[config.mk]
export PLATFORM = sky130hd
export DESIGN_NAME = downstream_vc_tracker
export DESIGN_NICKNAME = d
export VERILOG_FILES = /design/src/rtl/downstream_vc_tracker.sv
export SDC_FILE = /design/constraint.sdc
export NUM_CORES = 1
export LEC_CHECK = 0
export BUFFER_PORTS_ARGS = -buffer_cell sky130_fd_sc_hd__buf_2
export CAP_MARGIN = 20
export CORE_AREA = 5 5 85 165
export CTS_CLUSTER_DIAMETER = 30
export DETAILED_ROUTE_END_ITERATION = 7
export DIE_AREA = 0 0 90 170
export GPL_TIMING_DRIVEN = 0
export SYNTH_ARGS = -nofsm -noshare
export SYNTH_HDL_FRONTEND = slang
export SYNTH_SLANG_ARGS = --single-unit
[constraint.sdc]
create_clock -name clk -period 2 [get_ports clk]
set_input_delay 0.2 -clock clk [delete_from_list [all_inputs] [get_ports clk]]
set_output_delay 0.2 -clock clk [all_outputs]
set_load 0.01 [all_outputs]
[src/rtl/downstream_vc_tracker.sv]
// Tracks allocation state and credit count of every downstream VC of a router.
// Optional protocol checking (sticky error_o) is built when DOWNSTREAM_VC_TRACKER_ERR_EN is defined.
module downstream_vc_tracker #(
    parameter int PORT_NUM    = 5,
    parameter int VC_NUM      = 2,
    parameter int VC_TOTAL    = 10,
    parameter int BUFFER_SIZE = 8
) (
    input  logic                              clk,
    input  logic                              rst_n,
    input  logic [VC_TOTAL-1:0]               vc_alloc_i,
    input  logic [PORT_NUM-1:0]               flit_valid_i,
    input  logic [PORT_NUM*$clog2(VC_NUM)-1:0] flit_vc_i,
    input  logic [PORT_NUM-1:0]               flit_tail_i,
    input  logic [PORT_NUM-1:0]               credit_valid_i,
    input  logic [PORT_NUM*$clog2(VC_NUM)-1:0] credit_vc_i,
    output logic [VC_TOTAL-1:0]               idle_downstream_vc_o,
    output logic [VC_TOTAL-1:0]               credit_avail_o,
    output logic                              error_o
);

    localparam int VC_SIZE = $clog2(VC_NUM);
    localparam int CNT_W   = $clog2(BUFFER_SIZE + 1);

    localparam logic [1:0] IDLE     = 2'd0;
    localparam logic [1:0] ACTIVE   = 2'd1;
    localparam logic [1:0] DRAINING = 2'd2;

    localparam logic [CNT_W-1:0] FULL = CNT_W'(BUFFER_SIZE);
    localparam logic [CNT_W-1:0] ONE  = CNT_W'(1);

`ifdef DOWNSTREAM_VC_TRACKER_ERR_EN
    logic [VC_TOTAL-1:0] vc_err;
`endif

    for (genvar d = 0; d < VC_TOTAL; d++) begin : g_vc
        localparam int P = d / VC_NUM;
        localparam int V = d % VC_NUM;

        logic             sent;
        logic             ret;
        logic             tail;
        logic [CNT_W-1:0] cnt_q;
        logic [CNT_W-1:0] cnt_nx;
        logic [1:0]       st_q;
        logic [1:0]       st_nx;
        logic             idle_q;
        logic             avail_q;

        assign sent = flit_valid_i[P] && (flit_vc_i[P*VC_SIZE +: VC_SIZE] == VC_SIZE'(V));
        assign ret  = credit_valid_i[P] && (credit_vc_i[P*VC_SIZE +: VC_SIZE] == VC_SIZE'(V));
        assign tail = flit_tail_i[P];

        // Counter saturates at both ends; a simultaneous send and return cancel out.
        always_comb begin
            cnt_nx = cnt_q;
            if (sent && !ret) begin
                if (cnt_q != '0) cnt_nx = cnt_q - ONE;
            end else if (ret && !sent) begin
                if (cnt_q != FULL) cnt_nx = cnt_q + ONE;
            end
        end

        always_comb begin
            st_nx = st_q;
            case (st_q)
                IDLE:     if (vc_alloc_i[d]) st_nx = ACTIVE;
                ACTIVE:   if (sent && tail) st_nx = (cnt_nx == FULL) ? IDLE : DRAINING;
                DRAINING: if (cnt_nx == FULL) st_nx = IDLE;
                default:  st_nx = IDLE;
            endcase
        end

        always_ff @(posedge clk or negedge rst_n) begin
            if (!rst_n) begin
                st_q    <= IDLE;
                cnt_q   <= FULL;
                idle_q  <= 1'b1;
                avail_q <= 1'b1;
            end else begin
                st_q    <= st_nx;
                cnt_q   <= cnt_nx;
                idle_q  <= (st_nx == IDLE);
                avail_q <= (cnt_nx != '0);
            end
        end

        assign idle_downstream_vc_o[d] = idle_q;
        assign credit_avail_o[d]       = avail_q;

`ifdef DOWNSTREAM_VC_TRACKER_ERR_EN
        assign vc_err[d] = (vc_alloc_i[d] && (st_q != IDLE))
                         || (sent && (st_q != ACTIVE))
                         || (sent && !ret && (cnt_q == '0))
                         || (ret && !sent && (cnt_q == FULL));
`endif
    end

`ifdef DOWNSTREAM_VC_TRACKER_ERR_EN
    logic error_q;

    always_ff @(posedge clk or negedge rst_n) begin
        if (!rst_n) error_q <= 1'b0;
        else        error_q <= error_q | (|vc_err);
    end

    assign error_o = error_q;
`else
    assign error_o = 1'b0;
`endif

endmodule

==> results of run 1 <==
[critical path, cell delays in order, from the launching register on]
cell and delay, ns:
dfrtp_1 0.35, inv_1 0.05, ha_2 0.20, nor3b_4 0.16, or3_4 0.37, o21ai_4 0.09
xnor2_2 0.14, inv_1 0.08, or4_1 0.51
[cell usage in the layout, fill, tap and decap left out, types with 9 or more instances in the layout]
| cell type | n |
|---|---|
| xnor2_1 | 19 |
| or4_1 | 9 |
| nand2b_1 | 16 |
| a21oi_1 | 12 |
| nor2_1 | 44 |
| clkbuf_16 | 9 |
| buf_4 | 48 |
| nand4_1 | 11 |
| nor3_1 | 14 |
| nand2_1 | 40 |
| inv_1 | 48 |
| o21ai_0 | 19 |
| buf_2 | 55 |
| and2_1 | 10 |
| dfstp_2 | 30 |
| ha_1 | 11 |
| nor2b_1 | 12 |
| o211ai_1 | 9 |
| nand3_1 | 20 |
| dfrtp_1 | 45 |
[layout make-up]
type	instances	area (sq um)	share of cell area, %
plain buffers	25	183	2.97
clock buffers	10	239	3.89
clock inverters	6	66.3	1.08
inverters	54	203	3.30
multi-input cells	379	2710	44.1
flip-flops and latches	80	2050	33.3
well taps	150	188	3.05
repair buffers	84	515	8.38
[cells by family after synthesis]
group | after synthesis
AO/OA/AOI/OAI | 118
XOR/XNOR | 21
adder cells (fa/ha/maj) | 20
buffers and inverters | 79
flip-flops | 80
multiplexers | 7
other | 1
AND/OR/NAND/NOR | 212
[sequential cells by signal, indices dropped and copies added (netlist names)]
name / cells
g_vc.avail_q: 10
g_vc.cnt_q: 40
g_vc.st_q: 20
g_vc.idle_q: 10
[power groups by stage]
stage | combinational [mW] | sequential (mW) | clock [mW]
5_1_grt | 4.90 | 3.26 | 1.80
3_3_place_gp | 3.19 | 3.17 | 0
6_report | 4.37 | 3.15 | 1.69
3_5_place_dp | 3.33 | 3.22 | 0
4_1_cts | 3.80 | 3.11 | 1.76
2_1_floorplan | 2.56 | 3.02 | 0
[per-stage QoR]
| stage | TNS, ns | setup slack (ns) | util (%) | hold WS (ns) |
|---|---|---|---|---|
| floorplan | 0 | 0.00121 | - | -0.0956 |
| global placement | -0.938 | -0.192 | 42.8 | 0.425 |
| detailed placement | -1.58 | -0.299 | 43.0 | 0.113 |
| CTS | 0 | 0.00434 | 47.0 | 0.0839 |
| global route | -0.311 | -0.0881 | 49.0 | 0.110 |
| finish | -0.00121 | -0.00121 | 49.0 | 0.104 |
[routing by layer]
metal	wire [microns]	share of wire, %
met1	4180	36
met2	6690	58
met3	357	3.1
met4	284	2.5
met5	0	0
[cells in the mapped netlist, drive strengths merged, types with 3 or more instances]
cell / instances / share of area, %
o31a: 4 / 0.72
clkbuf: 3 / 0.28
o211ai: 9 / 1.4
o311ai: 3 / 0.54
nor3b: 6 / 0.92
a41oi: 4 / 0.72
dfstp: 30 / 16
o21ai: 22 / 2.2
and3: 7 / 0.89
a31oi: 7 / 0.89
or4: 11 / 1.7
mux2: 6 / 1.4
o32ai: 3 / 0.54
o22ai: 4 / 0.51
ha: 20 / 5.1
a311oi: 3 / 0.54
buf: 22 / 3.4
dfrtp: 50 / 26
nand2b: 16 / 2.0
nor2b: 13 / 1.7
a32oi: 4 / 0.72
nand3: 20 / 2.0
xnor2: 20 / 3.6
a211oi: 4 / 0.61
nand2: 43 / 3.3
a211o: 5 / 0.89
a21oi: 16 / 1.6
nor3: 17 / 1.7
nand4: 11 / 1.4
nor2: 45 / 3.4
a221o: 3 / 0.61
and2: 12 / 1.6
a221oi: 8 / 1.4
inv: 54 / 4.1
or3: 3 / 0.49
[how the worst max path moves through the flow]
stage / start / to
detailed placement: g_vc[9].cnt_q[0] / g_vc[9].avail_q
global route: g_vc[9].cnt_q[1] / g_vc[9].avail_q
global placement: g_vc[1].cnt_q[0] / g_vc[1].idle_q
CTS: g_vc[9].cnt_q[1] / g_vc[9].avail_q
floorplan: g_vc[9].cnt_q[0] / g_vc[9].avail_q
finish: g_vc[9].cnt_q[1] / g_vc[9].avail_q
[timing repair]
| item | 4_1_cts | 5_1_grt |
|---|---|---|
| hold buffers | 1 | 0 |
| setup endpoints to repair | 19 | 18 |
| endpoints found under the hold margin | 11 | 0 |
| resized for setup | 23 | 38 |
| buffers inserted | 13 | 13 |
| pin swaps | 10 | 18 |
==> summary.md, run 1 <==
| Metric | Value |
|---|---|
| Status | `complete, but fails checks` |
| Failing checks | `negative setup slack` |
| Max-slew violation count | `0` |
| # Max-Cap Violations | `0` |
| Drt first pass iters | `4` |
| P_sw | `3.55 mW` |
| Detailed Place HPWL | `8.48 mm` |
| Required time worst endpoint | `2.26 ns` |
| Post-synthesis compound-gate area fraction | `17.5%` |
| Final setup vio count | `1` |
| Min Tclk post-route | `2.00 ns` |
| RR Startpoint | `g_vc[9].cnt_q[1]` |
| Die Y | `170 microns` |
| DRC | `0` |
| Post-route cell area | `0.00615 sq mm` |
| Combinational power share | `47.4%` |
| Register area share after synthesis | `41.6%` |
| Die Wd | `90 microns` |
| Leak | `2.67 nW` |
| Root buffer cell | `clkbuf_16` |
| Synth Net Count | `595` |
| Final Cycle Share | `100%` |
| Avg Cell Area, Syn | `9.10 sq um` |
| Die area | `0.0153 sq mm` |
| Placed cell areas | `0.00540 sq mm` |
| Hold Crit Depth | `2` |
| Critical path type | `flip-flop to flip-flop` |
| Peak Freq | `500 MHz` |
| Crit. End Element | `flip-flop` |
| Initial antenna violation count | `0` |
| Later-pin clock latency in the skew report | `0.34 ns` |
| Area Growth Syn to Fin | `25.6%` |
| Ant. Diodes | `0` |
| RR Endpoint | `g_vc[9].avail_q` |
| GR peak layer | `met2` |
| Fin cells | `788` |
| XOR/XNOR share of the synthesized area | `3.76%` |
| Vias/cell | `5.43` |
| Sequential share of power | `34.2%` |
| Tot Pwr | `9.21 mW` |
| M2 GR Usage | `30.2%` |
| H-tree lvl count | `3` |
| Layout cells sized above 1 | `34.2%` |
| Mux cell area share after synthesis | `1.58%` |
| Fin. Hold Viols | `0` |
| 1st-iter DRT viols | `101` |
| Max_slew headroom | `65.5%` |
| Simple-gate share of the synthesized area | `22.5%` |
| Post-synthesis register bit count | `80` |
| Largest family of logic cells by synthesized area | `simple AND/OR/NAND/NOR gates` |
| Total grt overflow | `0` |
| Hold Crit Start | `flit_tail_i[2]` |
| Post-synth EDFFs | `0` |
| Number of global-route vias before repair | `4,436` |
| RSZ-0062 raised after global routing | `true` |
| Internal | `5.67 mW` |
| Placer Congestion | `0.824` |
| Arrival time worst endpoint | `2.26 ns` |
| Via count | `4,275` |
| Hold endpoint | `g_vc[5].st_q[0]` |
| CP startpoint kind | `flip-flop` |
| Placed Instances | `745` |
| Clk pin slew, worst setup/hold paths | `0.07 ns` |
| Crit path max fanout | `3` |
| Post-Route WL | `11.5 mm` |
| WL/cell | `14.6 microns` |
| Pwr/cell area | `1500 mW/mm^2` |
| Post-Synth Adder-Cell Area | `5.11%` |
| Switch share | `38.5%` |
| TritonCTS clock tree | `built` |
| Cell row count | `58` |
| Distinct cell type count after synthesis | `60` |
| Final ANT Viol Nets | `0` |
| Largest net degree at the start of global routing | `61` |
| Reg2reg setup slack | `-0.001 ns` |
| CTS Buf Count | `9` |
| First-pass GRT wire length | `19.2 mm` |
| Total Routing Usage GR | `15.0%` |
| # fillers | `1,199` |
| Port bufs | `56` |
| Clock Power Share | `18.4%` |
| Nets | `690` |
| Initial Utilization | `39.0%` |
| Asr flop ratio synth | `100%` |
| GR Util met1 | `14.0%` |
| Core box area | `0.0126 sq mm` |
| VDD IR max | `0.000765 V` |
| Hold Crit Class | `primary input to flip-flop` |
| Worst slew pin tran | `0.513 ns` |
| Synthesized instance count | `538` |
| Main synth FF type | `dfrtp_1` |
| Number of clock sinks | `80` |
| Final worst slack | `-0.00121 ns` |
| Syn. warnings | `0` |
| Worst Skew | `0.00964 ns` |
| M3 GR Usage | `3.36%` |
| Synthesized area | `0.00490 sq mm` |
| R2R depth | `8` |
| I/O pin cnt | `58` |
| Bufs on Longest Clock Path | `2` |
No activity file was read; power rests on OpenSTA's default activity.
==> inputs of run 2 (changes only) <==
--- a/config.mk
+++ b/config.mk
@@ -5,13 +5,14 @@
 export SDC_FILE = /design/constraint.sdc
 export NUM_CORES = 1
 export LEC_CHECK = 0
-export BUFFER_PORTS_ARGS = -buffer_cell sky130_fd_sc_hd__buf_2
 export CAP_MARGIN = 20
 export CORE_AREA = 5 5 85 165
 export CTS_CLUSTER_DIAMETER = 30
 export DETAILED_ROUTE_END_ITERATION = 7
 export DIE_AREA = 0 0 90 170
+export DONT_BUFFER_PORTS = 1
 export GPL_TIMING_DRIVEN = 0
+export PLACE_DENSITY_LB_ADDON = 0.05
 export SYNTH_ARGS = -nofsm -noshare
 export SYNTH_HDL_FRONTEND = slang
 export SYNTH_SLANG_ARGS = --single-unit
==> run 2 against run 1 <==
Compared with the run above: the flow finishes with violations (negative hold slack, negative setup slack); cell count shrank 7.0%; register-to-register slack worse by 0.02 ns; die area unchanged; setup slack worse by 0.021 ns; combinational power down 5.3%; core utilization is 2.4 points lower; wire length is 4.2% higher; sequential power up 2%; design area is 4.9% lower; global-route usage is 0.48 points higher; flip-flop and latch count did not move; fmax fell by 1.1%; critical endpoint unchanged; highest routed layer unchanged.
==> summary.md, run 2 (synthesized netlist as in run 1, its figures left out) <==
| Metric | Value |
|---|---|
| Final Cycle Share | `101% (+1.1 points)` |
| Core box area | `0.0126 sq mm (unchanged)` |
| Arrival time worst endpoint | `2.27 ns (about the same)` |
| Initial Utilization | `39.0% (unchanged)` |
| Die Y | `170 microns (unchanged)` |
| Max-slew violation count | `0 (unchanged)` |
| Max_slew headroom | `65.1% (-0.47 points)` |
| Slowest CP cell | `or4_1` |
| # fillers | `1,257 (+4.8%)` |
| I/O pin cnt | `58 (unchanged)` |
| Vias/cell | `5.62 (+3.6%)` |
| RSZ-0062 raised after global routing | `true` |
| TritonCTS clock tree | `built` |
| First-pass GRT wire length | `19.5 mm (+1.3%)` |
| Number of clock sinks | `80 (unchanged)` |
| CP startpoint kind | `flip-flop` |
| Dpl ws | `-0.227 ns (+0.0719 ns)` |
| Initial antenna violation count | `0 (unchanged)` |
| Worst slew pin tran | `0.516 ns (+0.00327 ns)` |
| Failing checks | `negative hold slack, negative setup slack` |
| Placed Instances | `688 (-7.7%)` |
| Tot Pwr | `9.05 mW (-1.7%)` |
| DRC | `0 (unchanged)` |
| Later-pin clock latency in the skew report | `0.33 ns (about the same)` |
| H-tree lvl count | `3 (unchanged)` |
| Required time worst endpoint | `2.25 ns (about the same)` |
| Number of global-route vias before repair | `4,211 (-5.1%)` |
| Largest registers | `g_vc.cnt_q (40), g_vc.st_q (20)` |
| Min Tclk post-route | `2.02 ns (+0.0213 ns)` |
| WL/cell | `16.4 microns (+12%)` |
| CTS Buf Count | `9 (unchanged)` |
| R2R depth | `6 (-2)` |
| Largest delay share family, worst path | `simple AND/OR/NAND/NOR gates` |
| Post-Route WL | `12.0 mm (+4.2%)` |
| Layout cells sized above 1 | `27.8% (-6.4 points)` |
| Fin. Hold Viols | `80 (+80)` |
| Peak Freq | `494 MHz (-1.1%)` |
| Die Wd | `90 microns (unchanged)` |
| Max FFs per register | `40 (unchanged)` |
| 1st-iter DRT viols | `135 (+34%)` |
| Final worst slack | `-0.0225 ns (-0.0213 ns)` |
| Hold buffer count at CTS | `3 (+2)` |
| Most common cell after layout, fill and taps aside | `buf_4` |
| Leak | `2.44 nW (-8.6%)` |
| Hold slack final | `-0.442 ns (-0.547 ns)` |
| Largest net degree at the start of global routing | `81 (+33%)` |
| Total Routing Usage GR | `15.5% (+0.48 points)` |
| Ant. Diodes | `0 (unchanged)` |
| Root buffer cell | `clkbuf_16` |
| Buf+Inv Stages, Crit Path | `1 (-1)` |
| Port bufs | `0 (-100%)` |
| Final setup vio count | `1 (unchanged)` |
| Via count | `4,121 (-3.6%)` |
| Cell Chain, Critical Path | `inv_2, ha_4, nor3b_4, or3_4, a311o_1, or4_1` |
| VDD IR max | `0.000619 V (-19%)` |
| Reg2reg setup slack | `-0.02 ns (-0.02 ns)` |
| Area Growth Syn to Fin | `19.5%` |
| Detailed Place HPWL | `8.86 mm (+4.5%)` |
| Post-route cell area | `0.00585 sq mm (-4.9%)` |
| Hold Crit Class | `primary input to async pin` |
| Crit path max fanout | `4 (+1)` |
| Critical Path Stages | `6 (-2)` |
| # Max-Cap Violations | `0 (unchanged)` |
| Most frequent cells in the layout | `buf_4 (47), nor2_1 (45), inv_1 (44)` |
| Drt first pass iters | `4 (unchanged)` |
| Placer Congestion | `0.847 (+2.8%)` |
| Total grt overflow | `0 (unchanged)` |
| Placed cell areas | `0.00509 sq mm (-5.7%)` |
| Nets | `635 (-8.0%)` |
| Fin cells | `733 (-7.0%)` |
| Pwr/cell area | `1550 mW/mm^2 (+3.3%)` |
| Bufs on Longest Clock Path | `2 (unchanged)` |
| Final ANT Viol Nets | `0 (unchanged)` |
| Layout Utilization | `46.6% (-2.4 points)` |
| Cell row count | `58 (unchanged)` |
| Max incr delay on CP | `0.48 ns (-0.03 ns)` |
| Die area | `0.0153 sq mm (unchanged)` |
| Crit. End Element | `flip-flop` |
| Largest Register | `g_vc.cnt_q` |
| Critical path type | `flip-flop to flip-flop` |
| Clk pin slew, worst setup/hold paths | `0.06 ns (about the same)` |
| Worst Skew | `0.00685 ns (-0.00280 ns)` |
| Status | `complete, but fails checks` |
[run 2: cell count changes in the layout (fill, tap and decap cells not counted), moves of 2 or more]
cell / change
dfrtp_1: -5
clkinv_4: -2
clkbuf_1: +3
inv_2: +4
nor2b_1: -2
nand2_2: -3
inv_1: -4
nand2_1: +3
dfrtp_2: +5
buf_2: -55
dlygate4sd3_1: +2
[run 2: routing by layer]
layer  routed length [microns]  GRT usage [%]
met3                       533           3.63
met2                      6890           30.8
met1                      4220           14.4
met4                       346           7.26
met5                         0              0
[run 2: final timing paths]
kind	startpoint	end
max	g_vc[9].cnt_q[0]	g_vc[9].avail_q
min	rst_n	g_vc[8].st_q[1]
max reg2reg	g_vc[9].cnt_q[0]	g_vc[9].avail_q
min reg2reg	g_vc[8].st_q[1]	g_vc[8].st_q[0]
max in group asynchronous	rst_n	g_vc[5].cnt_q[3]
min in group clk	vc_alloc_i[9]	g_vc[9].st_q[0]
[run 2: timing repair]
item,in CTS,in global routing
gates resized for setup,22,45
setup buffers,14,12
endpoints found under the hold margin,83,80
pin swaps,12,22
endpoints found under the setup margin,17,17
[run 2: per-stage QoR]
step | TNS, ns | hold WS (ns)
2_1_floorplan | 0 | -0.0956
3_3_place_gp | -1.11 | -0.0936
3_5_place_dp | -1.48 | -0.0935
4_1_cts | -0.0220 | -0.460
5_1_grt | -0.297 | -0.458
6_report | -0.0225 | -0.442
[run 2: where the power goes]
part,internal (mW),switching (mW),total (mW)
clock,1.09,0.624,1.71
combinational,2.07,2.07,4.14
sequential,2.48,0.715,3.20
[run 2: area by class of cell]
type | instances | area, sq um | area share, %
Multi-Input combinational cell | 379 | 2690 | 46.0
Buffer | 25 | 183 | 3.12
Sequential cell | 80 | 2050 | 35.1
Timing Repair Buffer | 29 | 225 | 3.85
Clock inverter | 4 | 70.1 | 1.20
Inverter | 54 | 203 | 3.46
Clock buffer | 12 | 236 | 4.04
Tap cell | 150 | 188 | 3.21
